==> config.mk <==
export PLATFORM = sky130hd
export DESIGN_NAME = hazard_scoreboard
export DESIGN_NICKNAME = d
export VERILOG_FILES = /design/src/rtl/hazard_pkg.sv /design/src/rtl/hazard_cmp.sv /design/src/rtl/hazard_scoreboard.sv
export SDC_FILE = /design/constraint.sdc
export NUM_CORES = 1
export LEC_CHECK = 0
export ABC_AREA = 1
export BUFFER_PORTS_ARGS = -buffer_cell sky130_fd_sc_hd__buf_2
export CAP_MARGIN = 20
export CORE_MARGIN = 2
export CORE_UTILIZATION = 28
export CTS_BUF_LIST = sky130_fd_sc_hd__clkbuf_8
export DETAILED_ROUTE_END_ITERATION = 16
export GPL_TIMING_DRIVEN = 0
export PLACE_DENSITY = 0.54
export SLEW_MARGIN = 20
export SYNTH_ARGS = -nofsm -noshare
export SYNTH_HDL_FRONTEND = slang
export SYNTH_SLANG_ARGS = --single-unit
==> constraint.sdc <==
create_clock -name clk -period 1.52 [get_ports clk]
set_input_delay 0.076 -clock clk [delete_from_list [all_inputs] [get_ports clk]]
set_output_delay 0.076 -clock clk [all_outputs]
set_load 0.02 [all_outputs]
==> src/rtl/hazard_pkg.sv <==
// Shared types and constants for the ID-stage hazard scoreboard.
// Register addresses are carried zero-extended to RA_W_MAX inside pending entries.
package hazard_pkg;

    localparam int RA_W_DEF = 5;
    localparam int RA_W_MAX = 16;
    localparam int CNT_W    = 16;
    localparam logic [CNT_W-1:0] CNT_MAX = {CNT_W{1'b1}};

    typedef struct packed {
        logic                valid;
        logic [RA_W_MAX-1:0] rd;
        logic                load;
    } pend_entry_t;

    function automatic pend_entry_t make_entry(input logic [RA_W_MAX-1:0] rd, input logic load);
        pend_entry_t e;
        e.valid = 1'b1;
        e.rd    = rd;
        e.load  = load;
        return e;
    endfunction

endpackage

==> src/rtl/hazard_cmp.sv <==
// Compares one pending destination against both ID source operands.
module hazard_cmp
    import hazard_pkg::*;
(
    input  logic                entry_valid,
    input  logic [RA_W_MAX-1:0] entry_rd,
    input  logic [RA_W_MAX-1:0] rs,
    input  logic [RA_W_MAX-1:0] rt,
    input  logic                rs_used,
    input  logic                rt_used,
    output logic                match
);

    assign match = entry_valid &&
                   ((rs_used && (entry_rd == rs)) || (rt_used && (entry_rd == rt)));

endmodule

==> src/rtl/hazard_scoreboard.sv <==
// Tracks destinations of in-flight instructions and stalls ID on a read-after-write
// dependence (any pending write, or load-use only when forwarding exists).
module hazard_scoreboard
    import hazard_pkg::*;
#(
    parameter int unsigned RA_W  = RA_W_DEF,
    parameter int unsigned DEPTH = 2,
    parameter int unsigned FWD   = 0
) (
    input  logic             clk,
    input  logic             rst,
    input  logic             id_valid,
    input  logic [RA_W-1:0]  id_rs,
    input  logic [RA_W-1:0]  id_rt,
    input  logic             id_rs_used,
    input  logic             id_rt_used,
    input  logic             id_wr_en,
    input  logic [RA_W-1:0]  id_rd,
    input  logic             id_is_load,
    input  logic             flush,
    output logic             PC_en,
    output logic             IF_ID_en,
    output logic             Ctrl_Mux,
    output logic [CNT_W-1:0] stall_cycles
);

    pend_entry_t         pend_r [DEPTH];
    logic [CNT_W-1:0]    stall_cnt_r;
    logic [DEPTH-1:0]    match_s;
    logic                hazard_s;
    logic                issue_s;
    logic [RA_W_MAX-1:0] rs_ext_s;
    logic [RA_W_MAX-1:0] rt_ext_s;
    logic [RA_W_MAX-1:0] rd_ext_s;

    assign rs_ext_s = RA_W_MAX'(id_rs);
    assign rt_ext_s = RA_W_MAX'(id_rt);
    assign rd_ext_s = RA_W_MAX'(id_rd);

    for (genvar g = 0; g < DEPTH; g++) begin : g_cmp
        hazard_cmp u_cmp (
            .entry_valid (pend_r[g].valid),
            .entry_rd    (pend_r[g].rd),
            .rs          (rs_ext_s),
            .rt          (rt_ext_s),
            .rs_used     (id_rs_used),
            .rt_used     (id_rt_used),
            .match       (match_s[g])
        );
    end

    // Reduce per-stage matches to a stall request; a flush squashes ID so it never stalls.
    always_comb begin
        hazard_s = 1'b0;
        if (id_valid && !flush) begin
            if (FWD != 0) begin
                hazard_s = match_s[0] && pend_r[0].load;
            end else begin
                hazard_s = |match_s;
            end
        end else begin
            hazard_s = 1'b0;
        end
    end

    // Decide whether the ID instruction enters the scoreboard this edge.
    always_comb begin
        issue_s = 1'b0;
        if (id_valid && !hazard_s && !flush && id_wr_en && (id_rd != '0)) begin
            issue_s = 1'b1;
        end else begin
            issue_s = 1'b0;
        end
    end

    // Advance the pending pipeline and accumulate the saturating stall count.
    always_ff @(posedge clk) begin
        if (rst) begin
            for (int k = 0; k < DEPTH; k++) begin
                pend_r[k] <= '0;
            end
            stall_cnt_r <= '0;
        end else begin
            for (int k = 1; k < DEPTH; k++) begin
                pend_r[k] <= pend_r[k-1];
            end
            if (issue_s) begin
                pend_r[0] <= make_entry(rd_ext_s, id_is_load);
            end else begin
                pend_r[0] <= '0;
            end
            if (hazard_s && (stall_cnt_r != CNT_MAX)) begin
                stall_cnt_r <= stall_cnt_r + CNT_W'(1);
            end
        end
    end

    assign PC_en        = !hazard_s;
    assign IF_ID_en     = !hazard_s;
    assign Ctrl_Mux     = !hazard_s;
    assign stall_cycles = stall_cnt_r;

endmodule

Word-level counts from Yosys, hierarchy flattened
Memory sizes are Yosys's and may differ from the RTL's.
Index checks and enable logic that the tools add are counted.
- add/sub/neg operators: 1
- eq/ne operators: 5
- muxes and demuxes: 14
- bitwise operators: 3
- reduce and logical (&&, ||, !) cells: 18
- operators by type and width (kind ; count):
    $eq A16 B5 Y1 ; 4
    $mux W18 ; 3
    $add A16 B1 Y16 const B ; 1
    $ne A16 B16 Y1 const B ; 1
    $logic_and A1 B1 Y1 ; 12
    $mux W1 ; 11
    $reduce_bool A5 Y1 ; 1
    $or A1 B1 Y1 ; 3
    $logic_not A1 Y1 ; 2
    $logic_or A1 B1 Y1 ; 2
    $reduce_or A2 Y1 ; 1
- flip-flop bits (word level): 16
- bits in writable memories: 36
- input bits: 23
- output and inout port bits: 19
- logic and storage cells: 43
- memories: 1
- memories (memory ; words ; width ; rd ports ; clocked after memory_dff ; wr ports ; line ; text):
    pend_r ; 2 ; 18 ; 2 ; 0 ; 2 ; hazard_scoreboard.sv:27 ; pend_entry_t pend_r [DEPTH];

Longest topological paths before layout
An unclocked memory read counts as a cell.
- depth in word-level cells: 18
- mapped depth: 12
- depth with buffers taken out: 12

By module
From an unflattened synthesis, not the netlist that was laid out.
- cells, all modules: 460
- area total of the unflattened synthesis: 2601.2 um^2
- modules (own cells, without submodules) (module ; times used ; cells each ; area each (um^2) ; sequential area each (um^2)):
    hazard_scoreboard ; 1 ; 192 ; 1475.2 ; 620.6
    hazard_cmp ; 2 ; 134 ; 563.0 ; 0.0

Worst setup path after synthesis
Ideal clock, no wire load.
- path type: register -> register
- from: register stall_cnt_r[1] (netlist: stall_cycles[1])
- to: register stall_cnt_r[15] (netlist: stall_cycles[15])
- library setup time: 0.071 ns
- arrival: 1.689 ns
- data required time: 1.449 ns
- setup slack: -0.240 ns
- stages on the path, launching flop included: 11
- buffers on the path: 1
- clock period less this slack: 1.760 ns
- path through: dfxtp_1 > ha_1 > nand2_1 > nor2_4 > nand2_2 > nor2_4 > nand3_4 > nand3_4 > buf_6 > nand2_1 > a21oi_1
- longest elaborated chain between the ends: 2
- elaborated cells on any way between the ends: 3
- RTL lines (item ; line ; text):
    start: declaration ; hazard_scoreboard.sv:28 ; logic [CNT_W-1:0] stall_cnt_r;
    start signal: assignment ; hazard_scoreboard.sv:93 ; stall_cnt_r <= stall_cnt_r + CNT_W'(1);
    parallel branches: the longest is 2 deep, another holds $add A16 B1 Y16 ; -- ;
Parallel ways; which one is timed is not known.
A chain may end at the register's enable or synchronous reset.

==> summary by stage <==
Routing
The number of nets with antenna violations after routing is 0. The total DRC errors in the routed layout is 0. After detailed routing, the total wire length is 4.816 mm. In the final routed layout, each cell accounts on average for 11.58 um. For this block, the via count after detailed routing is 1,869. The initial DRC count is 48.

The first-pass iteration count of the detailed router is 4. Dividing the detail-routed via count by the number of cells gives around 4.5.

Cells and area
The final instance area is 0.002574 mm2. The number of antenna diodes is 0. For this run, the post-layout net count is 364. The number of filler cells placed in the layout is 684.

The finished layout holds 416 standard cells, fillers aside. The growth of design area from synthesis to finish is 42.75%. Of the cells placed in the final design, the portion with a size suffix greater than 1 is 38.94%.

Timing
The share of the cycle needed by the critical path after routing is 114.0%. Adding up every negative setup slack in the final design gives -3.314 ns. The final number of max-transition violations was 0.

The relative max-transition margin is 47.74%. Setup repair after global routing could not meet its margin everywhere. The final hold slack is 0.03098 ns. Timing would allow up to a little under 600 MHz. Setup violations remaining at the end of the flow were counted as 24. Between clock sinks in the finished design, the worst skew comes to 0.002059 ns.

The total count of hold-check failures in the final report is 0. The time the worst path needs with I/O delays and setup is 1.732 ns. The minimum setup slack in the final design is -0.2124 ns.

At the pin with the least slew margin, the transition time is 0.7811 ns.

Floorplan
In this run the vertical extent of the chip is 84.25 um. The die covers 0.007097 mm2. The die is 84.25 um wide. During I/O placement, the number of pins put on the boundary was 42. The number of rows in the core area is 29. The area inside the core boundary is about 0.0063 mm2.

The initial core utilization is 28.72%.

Global routing
The number of global-route vias before repair is 1,810. The aggregate global routing overflow is 0. The first global-routing pass estimated 8.376 mm of wire. The initial antenna violation count came to 0.

The overall global routing resource usage is 14.09%. The largest net degree at the start of global routing is 16.

Hold path
The tightest min-delay check is of the in -> reg type.

Status
The flow ran to the end, but the final reports show violations. The final reports fail on setup timing.

Placement
Once placement completed, the tool counted placed cells totaling 404. Prior to clock tree synthesis, the placed netlist has a worst setup slack of -0.3109 ns. The post-detailed-placement cell area is 0.002148 mm2. The count of input and output buffers is 40.

The estimated wirelength of the detail-placed design is 3.476 mm. The weighted congestion reported at the end of routability-driven placement is 0.8428.

Clock tree
In this run the clock root is driven by a clkbuf_8. The number of clock buffers inserted by TritonCTS is 3. The largest buffer count on any clock path is 2. The number of H-tree branching levels is 1. The clock sink total is 28. The clock reaches the later pin of the worst-skew pair after 0.27 ns. The TritonCTS clock tree is built. Clock-pin slew was measured on the worst setup and hold paths at 0.09 ns.

Setup path
The arrival time at the worst endpoint is 1.66 ns. STA classifies the critical path startpoint as a register. In this run the worst path has a maximum fanout of 3. The category of the worst setup path capture point is an output pin. The startpoint-to-endpoint class of the critical path is reg -> out.

The worst path required time is 1.44 ns.

Synth
The synthesized netlist cell count is 282. Synthesis instantiated 25 different standard cells from the library. The Yosys warning count is 0. The synthesized design contains 28 register bits. The average instance in the mapped netlist occupies 6.394 um2.

After synthesis the cells add up to 0.001803 mm2. The share of the Yosys chip area taken by registers is roughly a third.

Power and ir drop
For this design the ratio of total power to cell area is 519.3 mW/mm2. VDD sags by at most 0.2833 mV. In this run the static leakage power is 1.119 nW.

Run
The total of max-cap violations is 0.
-- logic make-up after synthesis --
logic type,synth area share (%)
AOI/OAI and AO/OA,4.927
xor gates and xnor gates,5.829
adders and majority gates,0.6939
buffers and inverters,10.96
DFF,34.42
other,0.2080
and+or+nand+nor,42.96
-- routing by layer --
layer | share of wire [%] | global-route usage (%) | vias up | wire length [um]
met1 | 45 | 18.12 | 843 | 2177
met3 | 3.2 | 1.770 | 2 | 155
met5 | 0 | 0 | - | 0
met2 | 51 | 25.54 | 29 | 2465
li1 | - | - | 995 | -
met4 | 0.39 | 2.346 | 0 | 19
-- power by group --
part           internal, mW  switching (mW)  total, mW
clock                 0.181           0.221      0.402
combinational        0.0635           0.104      0.167
sequential            0.761         0.00707      0.768
total                  1.00           0.332       1.34
-- cells in the mapped netlist (all sizes together) --
cell / instances / share of area [%]
nor3: 2 / 0.56
inv: 40 / 8.3
nand2: 96 / 20
conb: 1 / 0.21
nand3: 13 / 5.3
buf: 5 / 2.0
edfxtp: 6 / 10
o21ai: 1 / 0.28
ha: 1 / 0.69
nor2: 45 / 10
dfxtp: 22 / 24
xor2: 10 / 4.9
nand3b: 1 / 0.42
nand4: 18 / 6.2
clkbuf: 3 / 0.62
o2111ai: 1 / 0.49
xnor2: 2 / 0.97
a21oi: 15 / 4.2
-- worst max-delay path, cell delays in order (launching register included) --
cell	delay [ns]
edfxtp_1	0.44
nand2_1	0.12
nand2_2	0.07
nor2_4	0.09
nand3_2	0.07
nand2_2	0.08
nand2_2	0.07
nand2_4	0.07
buf_6	0.10
nand2_4	0.05
buf_6	0.13
buf_6	0.12
-- what timing repair did --
item / in CTS / in global routing
endpoints found under the setup margin: 22 / 25
hold buffers: 1 / 0
setup buffers: 6 / 0
endpoints found under the hold margin: 1 / 0
cloned: 1 / 0
pin swaps: 10 / 11
resized for setup: 50 / 45
-- registers in the layout (all words and copies together), names as in the netlist --
| register | flops |
|---|---|
| pend_r | 12 |
| stall_cycles | 16 |
-- cells in the final DEF, fill, tap and decap left out, types with 2 or more instances in the layout --
cell type,instances
nand2_1,69
buf_2,38
nor2_1,34
inv_1,32
nand4_1,18
nand2_4,14
a21oi_2,14
nand2_2,13
xor2_1,10
dfxtp_1,10
nand3_1,9
buf_6,9
dfxtp_2,8
inv_2,7
nor2_4,6
edfxtp_1,6
conb_1,6
nor2_2,5
dfxtp_4,4
clkbuf_1,3
clkbuf_8,3
nand3_2,2
nand3_4,2
buf_8,2
buf_4,2
nor3_1,2
xnor2_1,2
-- final cells by class --
cell class | instances | area [um2] | area share (%)
buffer | 8 | 67.56 | 2.625
tap | 77 | 96.34 | 3.743
clock inverter | 1 | 3.754 | 0.1458
multi-input combinational | 211 | 1249 | 48.52
clock buffer | 3 | 41.29 | 1.604
sequential | 28 | 645.6 | 25.09
inverter | 40 | 152.6 | 5.931
timing repair buffer | 48 | 317.8 | 12.35
-- path summary, 6_finish.rpt --
path,from,slack [ns],cells after the start,endpoint
worst max-delay path,pend_r[1][2],-0.21,11,PC_en
worst min-delay path,id_rd[3],0.03,3,pend_r[0][4]
worst max register to register,pend_r[1][2],-0.18,12,stall_cycles[8]
worst min register to register,stall_cycles[8],0.48,2,stall_cycles[8]
-- through the flow --
stage / total power [mW] / util, %
2_1_floorplan: 0.8659 / -
3_3_place_gp: 0.9229 / 34.22
3_5_place_dp: 0.9242 / 34.22
4_1_cts: 1.348 / 38.81
5_1_grt: 1.412 / 41.00
6_report: 1.337 / 41.00
Power figures use the tool's default switching activity.
